[config.mk]
export PLATFORM = sky130hd
export DESIGN_NAME = spi_slave2axis_flat
export DESIGN_NICKNAME = d
export VERILOG_FILES = /design/src/rtl/spi_slave2axis_if.sv /design/src/rtl/spi_slave2axis.sv /design/src/flat_wrapper.sv
export SDC_FILE = /design/constraint.sdc
export NUM_CORES = 1
export LEC_CHECK = 0
export CAP_MARGIN = 20
export CORE_ASPECT_RATIO = 1.4
export CORE_MARGIN = 4
export CORE_UTILIZATION = 25
export DETAILED_ROUTE_END_ITERATION = 8
export PLACE_DENSITY_LB_ADDON = 0.1
export SETUP_SLACK_MARGIN = 0.02
export SYNTH_ARGS = -nofsm -noshare
export SYNTH_HDL_FRONTEND = slang
export SYNTH_SLANG_ARGS = --single-unit
export TNS_END_PERCENT = 50
[constraint.sdc]
create_clock -name aclk -period 2 [get_ports aclk]
set_input_delay 0.4 -clock aclk [delete_from_list [all_inputs] [get_ports aclk]]
set_output_delay 0.4 -clock aclk [all_outputs]
set_load 0.01 [all_outputs]
[src/rtl/spi_slave2axis_if.sv]
// 8-bit AXI-Stream bundle used on both sides of the SPI slave front end.
//   tdata  : byte payload
//   tvalid : payload valid (source -> sink)
//   tready : sink ready    (sink -> source)
// The master modport is the byte source; the slave modport is the byte sink.
interface spi_slave2axis_if;
  logic [7:0] tdata;
  logic       tvalid;
  logic       tready;

  modport master (output tdata, output tvalid, input  tready);
  modport slave  (input  tdata, input  tvalid, output tready);
endinterface

[src/rtl/spi_slave2axis.sv]
// SPI slave front end (mode 0, MSB first), oversampled in the aclk domain.
// Received MOSI bytes leave on m_axis; response bytes taken from s_axis are
// shifted out on MISO.
// Ports:
//   aclk, aresetn          : system clock, synchronous active-low reset
//   spi_sclk/cs_n/mosi     : asynchronous SPI inputs
//   spi_miso, spi_miso_oe  : registered MISO data and its output enable
//   m_axis (master)        : received bytes
//   s_axis (slave)         : bytes to transmit (one-byte holding register)
//   rx_overflow            : sticky, a received byte was dropped
//   tx_underflow           : sticky, 0x00 was sent for lack of a TX byte
// SYNC_STAGES (2..4) sets the input synchronizer depth.
module spi_slave2axis #(
  parameter int unsigned SYNC_STAGES = 2
) (
  input  logic              aclk,
  input  logic              aresetn,
  input  logic              spi_sclk,
  input  logic              spi_cs_n,
  input  logic              spi_mosi,
  output logic              spi_miso,
  output logic              spi_miso_oe,
  spi_slave2axis_if.master  m_axis,
  spi_slave2axis_if.slave   s_axis,
  output logic              rx_overflow,
  output logic              tx_underflow
);

  localparam int unsigned DATA_W = 8;
  localparam int unsigned CNT_W  = 3;

  // Input synchronizers plus previous-value flops for edge detection
  logic [SYNC_STAGES-1:0] sclk_sync, cs_sync, mosi_sync;
  logic                   sclk_d, cs_d;
  logic                   sclk_s, cs_s, mosi_s;
  logic                   cs_act, cs_fall, sclk_rise, sclk_fall;

  always_ff @(posedge aclk) begin
    if (!aresetn) begin
      sclk_sync <= '0;
      cs_sync   <= '1;
      mosi_sync <= '0;
      sclk_d    <= 1'b0;
      cs_d      <= 1'b1;
    end else begin
      sclk_sync <= {sclk_sync[SYNC_STAGES-2:0], spi_sclk};
      cs_sync   <= {cs_sync[SYNC_STAGES-2:0],   spi_cs_n};
      mosi_sync <= {mosi_sync[SYNC_STAGES-2:0], spi_mosi};
      sclk_d    <= sclk_s;
      cs_d      <= cs_s;
    end
  end

  assign sclk_s    = sclk_sync[SYNC_STAGES-1];
  assign cs_s      = cs_sync[SYNC_STAGES-1];
  assign mosi_s    = mosi_sync[SYNC_STAGES-1];
  assign cs_act    = ~cs_s;
  assign cs_fall   = cs_d & ~cs_s;
  assign sclk_rise = cs_act & sclk_s & ~sclk_d;
  assign sclk_fall = cs_act & ~sclk_s & sclk_d;

  // Bit position and RX shifter
  logic [CNT_W-1:0]  bit_cnt;
  logic [DATA_W-1:0] rx_shift;
  logic              rx_done;
  logic [DATA_W-1:0] rx_byte;

  assign rx_done = sclk_rise && (bit_cnt == CNT_W'(7));
  assign rx_byte = {rx_shift[DATA_W-2:0], mosi_s};

  // TX holding register and shifter; next-state computed here so MISO can
  // present the new bit in the same cycle the shifter updates.
  logic [DATA_W-1:0] tx_shift, tx_shift_n;
  logic [DATA_W-1:0] hold_data, hold_data_n;
  logic              hold_valid, hold_valid_n;
  logic              tx_load, tx_under_set, s_accept;

  assign tx_load  = cs_fall | (sclk_fall && (bit_cnt == CNT_W'(0)));
  assign s_accept = s_axis.tvalid & s_axis.tready;

  always_comb begin
    tx_shift_n   = tx_shift;
    hold_data_n  = hold_data;
    hold_valid_n = hold_valid;
    tx_under_set = 1'b0;
    if (tx_load) begin
      if (hold_valid) begin
        tx_shift_n   = hold_data;
        hold_valid_n = 1'b0;
      end else begin
        tx_shift_n   = '0;
        tx_under_set = 1'b1;
      end
    end else if (sclk_fall) begin
      tx_shift_n = {tx_shift[DATA_W-2:0], 1'b0};
    end
    // Accept only happens with the hold empty, so it never collides with a
    // load taken from the hold; with an empty-hold load it is kept for later.
    if (s_accept) begin
      hold_data_n  = s_axis.tdata;
      hold_valid_n = 1'b1;
    end
  end

  // Sequential state and registered outputs
  always_ff @(posedge aclk) begin
    if (!aresetn) begin
      bit_cnt       <= '0;
      rx_shift      <= '0;
      tx_shift      <= '0;
      hold_data     <= '0;
      hold_valid    <= 1'b0;
      s_axis.tready <= 1'b0;
      m_axis.tdata  <= '0;
      m_axis.tvalid <= 1'b0;
      spi_miso      <= 1'b0;
      spi_miso_oe   <= 1'b0;
      rx_overflow   <= 1'b0;
      tx_underflow  <= 1'b0;
    end else begin
      if (!cs_act || cs_fall) begin
        bit_cnt <= '0;
      end else if (sclk_rise) begin
        bit_cnt <= bit_cnt + CNT_W'(1);
      end
      if (sclk_rise) begin
        rx_shift <= rx_byte;
      end

      // Output register: a full byte wins over the handshake clear
      if (rx_done && (!m_axis.tvalid || m_axis.tready)) begin
        m_axis.tdata  <= rx_byte;
        m_axis.tvalid <= 1'b1;
      end else begin
        if (rx_done) begin
          rx_overflow <= 1'b1;
        end
        if (m_axis.tvalid && m_axis.tready) begin
          m_axis.tvalid <= 1'b0;
        end
      end

      tx_shift      <= tx_shift_n;
      hold_data     <= hold_data_n;
      hold_valid    <= hold_valid_n;
      s_axis.tready <= ~hold_valid_n;
      if (tx_under_set) begin
        tx_underflow <= 1'b1;
      end

      spi_miso    <= cs_act ? tx_shift_n[DATA_W-1] : 1'b0;
      spi_miso_oe <= cs_act;
    end
  end

endmodule

[src/flat_wrapper.sv]
// flat-port wrapper written by rule: the top's interface ports become plain ports
module spi_slave2axis_flat 
#(
  parameter int unsigned SYNC_STAGES = 2
)
  (aclk, aresetn, spi_sclk, spi_cs_n, spi_mosi, spi_miso, spi_miso_oe, rx_overflow, tx_underflow, m_axis_tdata, m_axis_tvalid, m_axis_tready, s_axis_tdata, s_axis_tvalid, s_axis_tready);
  spi_slave2axis_if m_axis_i ();
  spi_slave2axis_if s_axis_i ();
  input  logic aclk;
  input  logic aresetn;
  input  logic spi_sclk;
  input  logic spi_cs_n;
  input  logic spi_mosi;
  output logic spi_miso;
  output logic spi_miso_oe;
  output logic rx_overflow;
  output logic tx_underflow;
  output wire logic [$bits(m_axis_i.tdata)-1:0] m_axis_tdata;
  output wire logic [$bits(m_axis_i.tvalid)-1:0] m_axis_tvalid;
  input wire logic [$bits(m_axis_i.tready)-1:0] m_axis_tready;
  input wire logic [$bits(s_axis_i.tdata)-1:0] s_axis_tdata;
  input wire logic [$bits(s_axis_i.tvalid)-1:0] s_axis_tvalid;
  output wire logic [$bits(s_axis_i.tready)-1:0] s_axis_tready;
  assign m_axis_tdata = m_axis_i.tdata;
  assign m_axis_tvalid = m_axis_i.tvalid;
  assign m_axis_i.tready = m_axis_tready;
  assign s_axis_i.tdata = s_axis_tdata;
  assign s_axis_i.tvalid = s_axis_tvalid;
  assign s_axis_tready = s_axis_i.tready;
  spi_slave2axis #(.SYNC_STAGES(SYNC_STAGES)) u_core (.aclk(aclk), .aresetn(aresetn), .spi_sclk(spi_sclk), .spi_cs_n(spi_cs_n), .spi_mosi(spi_mosi), .spi_miso(spi_miso), .spi_miso_oe(spi_miso_oe), .m_axis(m_axis_i), .s_axis(s_axis_i), .rx_overflow(rx_overflow), .tx_underflow(tx_underflow));
endmodule
==> Word-level counts from Yosys, hierarchy flattened <==
Cells that the tools add are included.
{ "word_totals": {"reg_bits": 49, "inputBits": 15, "out_inout_bits": 14, "wordCells": 55} }
{ "classes": {"addsub": 1, "n_eq_ne": 1, "n_mux": 9, "bitwise_logic": 13, "n_reduce_logical": 13} }
{ "op_table": {"columns": ["op", "n"], "rows": [
  ["2-to-1 mux 8 bit", 3],
  ["AND 1 bit", 6],
  ["2-to-1 mux 1 bit", 6],
  ["NOT 1 bit", 6],
  ["logical AND 1 bit", 4],
  ["nonzero test 2 bit", 2],
  ["OR reduction 2 bit", 2],
  ["adder 3 x 1 -> 3 bit, second input constant", 1],
  ["equality test 3 bit, second input constant", 1],
  ["zero test 3 bit", 1],
  ["logical OR 1 bit", 2],
  ["AND reduction 2 bit", 1],
  ["zero test 1 bit", 1],
  ["bitwise OR 1 bit", 1]
]} }

==> Logic depth before layout (Yosys ltp) <==
{ "logic_depth": {"depth_word": 8, "depth_mapped": 6, "mapped_depth_nobuf": 6} }

==> Worst setup path before layout <==
No wires, ideal clock.
{ "synth_timing": {"path_kind": "register to register", "start": "register u_core.bit_cnt[0]", "end": "register u_core.spi_miso", "setup_time_ns": 0.129, "t_arrival_ns": 1.444, "required_time_ns": 1.871, "path_slack_ns": 0.427, "path_stages_with_launch": 7, "path_buffers": 0, "period_less_slack_ns": 1.573, "path_cell_list": "dfxtp_1 > inv_1 > ha_1 > nor4bb_2 > o211a_1 > a222oi_1 > nor2_1"} }
{ "synth_via": {"elab_chain_len": 4} }
{ "synth_rtl": {"columns": ["item", "line", "source"], "rows": [
  ["start: declaration", "spi_slave2axis.sv:63", "logic [CNT_W-1:0] bit_cnt;"],
  ["start signal: assignment", "spi_slave2axis.sv:124", "bit_cnt <= bit_cnt + CNT_W'(1);"],
  ["zero test 3 bit", "spi_slave2axis.sv:78", "assign tx_load = cs_fall | (sclk_fall && (bit_cnt == CNT_W'(0)));"],
  ["logical AND 1 bit", "spi_slave2axis.sv:78", null],
  ["bitwise OR 1 bit", "spi_slave2axis.sv:78", null],
  ["2-to-1 mux 8 bit", "spi_slave2axis.sv:86", "if (tx_load) begin"],
  ["end signal: assignment", "spi_slave2axis.sv:151", "spi_miso <= cs_act ? tx_shift_n[DATA_W-1] : 1'b0;"],
  ["end: declaration", "spi_slave2axis.sv:21", "output logic spi_miso,"]
]} }
Every way passes these cells.
A chain may end at the register's enable or synchronous reset.

==> Worst setup path in the final report <==
Ends and elaborated chain as after synthesis.

==> metrics.md <==
| Metric | Value |
|---|---|
| Critical path capture point type | flip-flop |
| Flops & latches, synth | about 50 |
| Total number of nets in the final design | roughly 240 |
| Largest incremental delay on the critical path | 410 ps |
| Final worst path period share | 0.848 |
| Number of instances in the placed design | roughly 300 |
| Number of max-cap violations | 0 |
| Crit path cell chain | inv_1 > ha_1 > nor4bb_2 > o211a_1 > a222oi_1 > nor2_1 |
| Detail-routed net length per standard cell | 11.5 um |
| Number of hold buffers added after CTS | 0 |
| Area Growth Syn to Fin | 28.5% |
| Outcome | finished clean |
| Antenna-violating nets left | 0 |
| Max-slew violations | 0 |
| Arrival time of data at the critical path endpoint | approximately 1900 ps |
| Number of synthesized flops with an enable pin | 0 |
| Syn Nets | between 200 and 250 |
| Crit Path Class | reg2reg |
| Distinct cell type count after synthesis | 30 |
| Required @ worst endpoint | 2190 ps |
| Crit path time final | ~1700 ps |
| Routed via count | roughly 1300 |
| Worst-case vdd ir drop | 0.307 mV |
| Worst Tran Pin Value | 345 ps |
| Most used standard cells in the synthesized netlist | sky130_fd_sc_hd__dfxtp_1 (49), sky130_fd_sc_hd__nand2_1 (27), sky130_fd_sc_hd__o21ai_0 (15) |
| Layout cells sized above 1 | 0.0721 |
| Lkg Pwr | between 0.8 and 0.9 nW |
| Antenna fix cells | 0 |
| Clock buffer count from CTS | 5 |
| Power density cells | 778 nW/um^2 |
| Initial cell density of the core | 0.261 |
| Hold violation count in the final report | 0 |
| Bufs on Longest Clock Path | 2 |
| Library cell occupying the most area in the post-synthesis netlist | sky130_fd_sc_hd__dfxtp_1 |
| Number of buffers inserted by post-CTS setup repair | 0 |
| Critical Path Source Type | flip-flop |
| Final Wtd Congestion | ~0.75 |
| Sequential cell area fraction in the yosys report | 0.536 |
| Number of sinks on the clock net | 49 |
| Ys async rst share | 0 |
| Post-synth top flop | sky130_fd_sc_hd__dfxtp_1 |
| Post-DR vias/cell | roughly 4.1 |
| First-pass GRT wire length | ~6200 um |
| Port buffer count | 28 |
| Crit-path max FO | 6 |
| Cell type group with the largest total delay on the critical path | compound AO/OA/AOI/OAI gates |
| Netlist area before placement | ~1800 sq um |
| Cells after synthesis | approximately 190 |
| Number of antenna violations at the first check in global routing | 0 |
| Setup repair after global routing missed its margin | false |
| Post-route clock skew | 13.3 ps |
| Synth area leaders | sky130_fd_sc_hd__dfxtp_1 (54%), sky130_fd_sc_hd__nand2_1 (5.5%), sky130_fd_sc_hd__mux2i_1 (4.4%) |
| Half-perimeter wire length after detailed placement | between 2000 and 3000 um |
| TritonCTS clock tree | done |
| Slew margin rel. | 0.770 |
| Initial DRC Count | 37 |
| Die Span Y | 109 um |
| H-tree depth reported by CTS | 2 |
| Wire length after detailed routing | 3630 um |
| Die span in x | 80.3 um |
| Min-delay worst type | reg2reg |
| Maximum number of pins on one net before global-route repair | 34 |
| Filler-free cell count of the finished design | around 320 |
| GR Overflow Total | 0 |
| Master of the slowest instance on the critical path | sky130_fd_sc_hd__a222oi_1 |
| Post-CTS Resized | 0 |
| Global-route usage over all layers | 0.0924 |
| Final setup fails | 0 |
| Clock-pin slew reported for the worst setup and hold paths after clock tree synthesis | around 90 ps |
| Number of optimization iterations in the first detailed-route pass | 4 |
| DR DRC count | 0 |
| Bufs and invs on worst path | 1 |
| Total of warnings raised by yosys | 0 |
| Full die area | between 8000 and 9000 sq um |
| Number of filler instances in the final layout | ~760 |
| Clock root buffer | sky130_fd_sc_hd__clkbuf_8 |
| Timing-limited maximum frequency | around 0.59 GHz |
| Top cell type's share of synthesized area | 0.536 |
| Worst skew pair latency | 300 ps |
| Core area | between 7000 and 8000 sq um |
| Cell with the most instances after synthesis | sky130_fd_sc_hd__dfxtp_1 |
| Number of global-route vias before repair | 1271 |
| Setup tns final | 0 ps |
| Number of standard-cell rows in the floorplan | 36 |
| Boundary pin count | 29 |
| Mapped Avg Cell Area | ~9.6 sq um |
## power by group
part	internal [mW]	switching (mW)
registers	1.00	0.0171
logic	0.0608	0.0463
clock network	0.374	0.333
total	1.44	0.396
## final cells by class
type	instances	area [sq um]	area share
well taps	95	119	0.0505
multi-input cells	128	793	0.337
inverters	4	15.0	0.00638
flip-flops and latches	49	981	0.417
clock buffers	5	68.8	0.0292
clock inverters	3	46.3	0.0197
repair buffers	33	330	0.140
## registers in the layout, summed over array words and instances, names as in the netlist, 2 cells and up
| signal | flops |
|---|---|
| u_core.m_axis.tdata | 8 |
| u_core.bit_cnt | 3 |
| u_core.sclk_sync | 2 |
| u_core.hold_data | 8 |
| u_core.cs_sync | 2 |
| u_core.rx_shift | 7 |
| u_core.mosi_sync | 2 |
| u_core.tx_shift | 8 |
## cells in the final DEF, fill, tap and decap left out, types with 2 or more instances in the layout
| cell type | synthesis | routed |
|---|---|---|
| sky130_fd_sc_hd__nand2_1 | 27 | 27 |
| sky130_fd_sc_hd__o21a_1 | 4 | 4 |
| sky130_fd_sc_hd__a221oi_1 | 6 | 6 |
| sky130_fd_sc_hd__dfxtp_1 | 49 | 49 |
| sky130_fd_sc_hd__ha_1 | 3 | 3 |
| sky130_fd_sc_hd__a21boi_0 | 10 | 10 |
| sky130_fd_sc_hd__buf_4 | 1 | 4 |
| sky130_fd_sc_hd__nor2_1 | 11 | 11 |
| sky130_fd_sc_hd__o21ai_0 | 15 | 15 |
| sky130_fd_sc_hd__and2b_1 | 2 | 2 |
| sky130_fd_sc_hd__nand2b_1 | 3 | 3 |
| sky130_fd_sc_hd__nor2b_1 | 10 | 10 |
| sky130_fd_sc_hd__clkdlybuf4s50_1 | 0 | 28 |
| sky130_fd_sc_hd__clkbuf_8 | 0 | 5 |
| sky130_fd_sc_hd__inv_1 | 4 | 4 |
| sky130_fd_sc_hd__mux2i_1 | 8 | 8 |
| sky130_fd_sc_hd__nor3_1 | 4 | 4 |
| sky130_fd_sc_hd__and2_1 | 6 | 6 |
| sky130_fd_sc_hd__nand3_1 | 8 | 8 |
## per-layer routing
layer | part of all wire | GRT usage | vias up
met2 | 0.49 | 0.152 | 26
li1 | - | - | 708
met3 | 0.039 | 0.0306 | 3
met5 | 0 | 0 | -
met1 | 0.46 | 0.109 | 568
met4 | 0.0094 | 0.0411 | 0
## logic make-up after synthesis
logic type      synth area share
xor+xnor                 0.00478
fa+ha+maj                 0.0205
simple gates               0.217
mux                       0.0437
compound gates             0.148
flops                      0.536
buf+inv                   0.0314
## through the flow
step                 util  worst slack (ps)  instance area, sq um  power, mW  hold slack, ps
floorplan               -               427                  1830       1.09             386
global placement    0.319               316                  2240       1.15             395
detailed placement  0.319               295                  2240       1.15             405
CTS                 0.335               280                  2350       1.88             426
global route        0.335               175                  2350       1.93             444
finish              0.335               305                  2350       1.83             427
## worst register-to-register path: stages, from the launching register on
cell and delay, ps:
sky130_fd_sc_hd__dfxtp_1 380, sky130_fd_sc_hd__inv_1 60, sky130_fd_sc_hd__ha_1 200, sky130_fd_sc_hd__nor4bb_2 170, sky130_fd_sc_hd__o211a_1 280, sky130_fd_sc_hd__a222oi_1 420, sky130_fd_sc_hd__nor2_1 80
## path summary, 6_finish.rpt
kind | from | to | slack, ps | cells after the start
max | u_core.bit_cnt[0] | u_core.spi_miso | 300 | 6
min | u_core.cs_sync[0] | u_core.cs_sync[1] | 430 | 1
max reg2reg | u_core.bit_cnt[0] | u_core.spi_miso | 300 | 6
min reg2reg | u_core.cs_sync[0] | u_core.cs_sync[1] | 430 | 1
(Power assumes the default switching activity.)
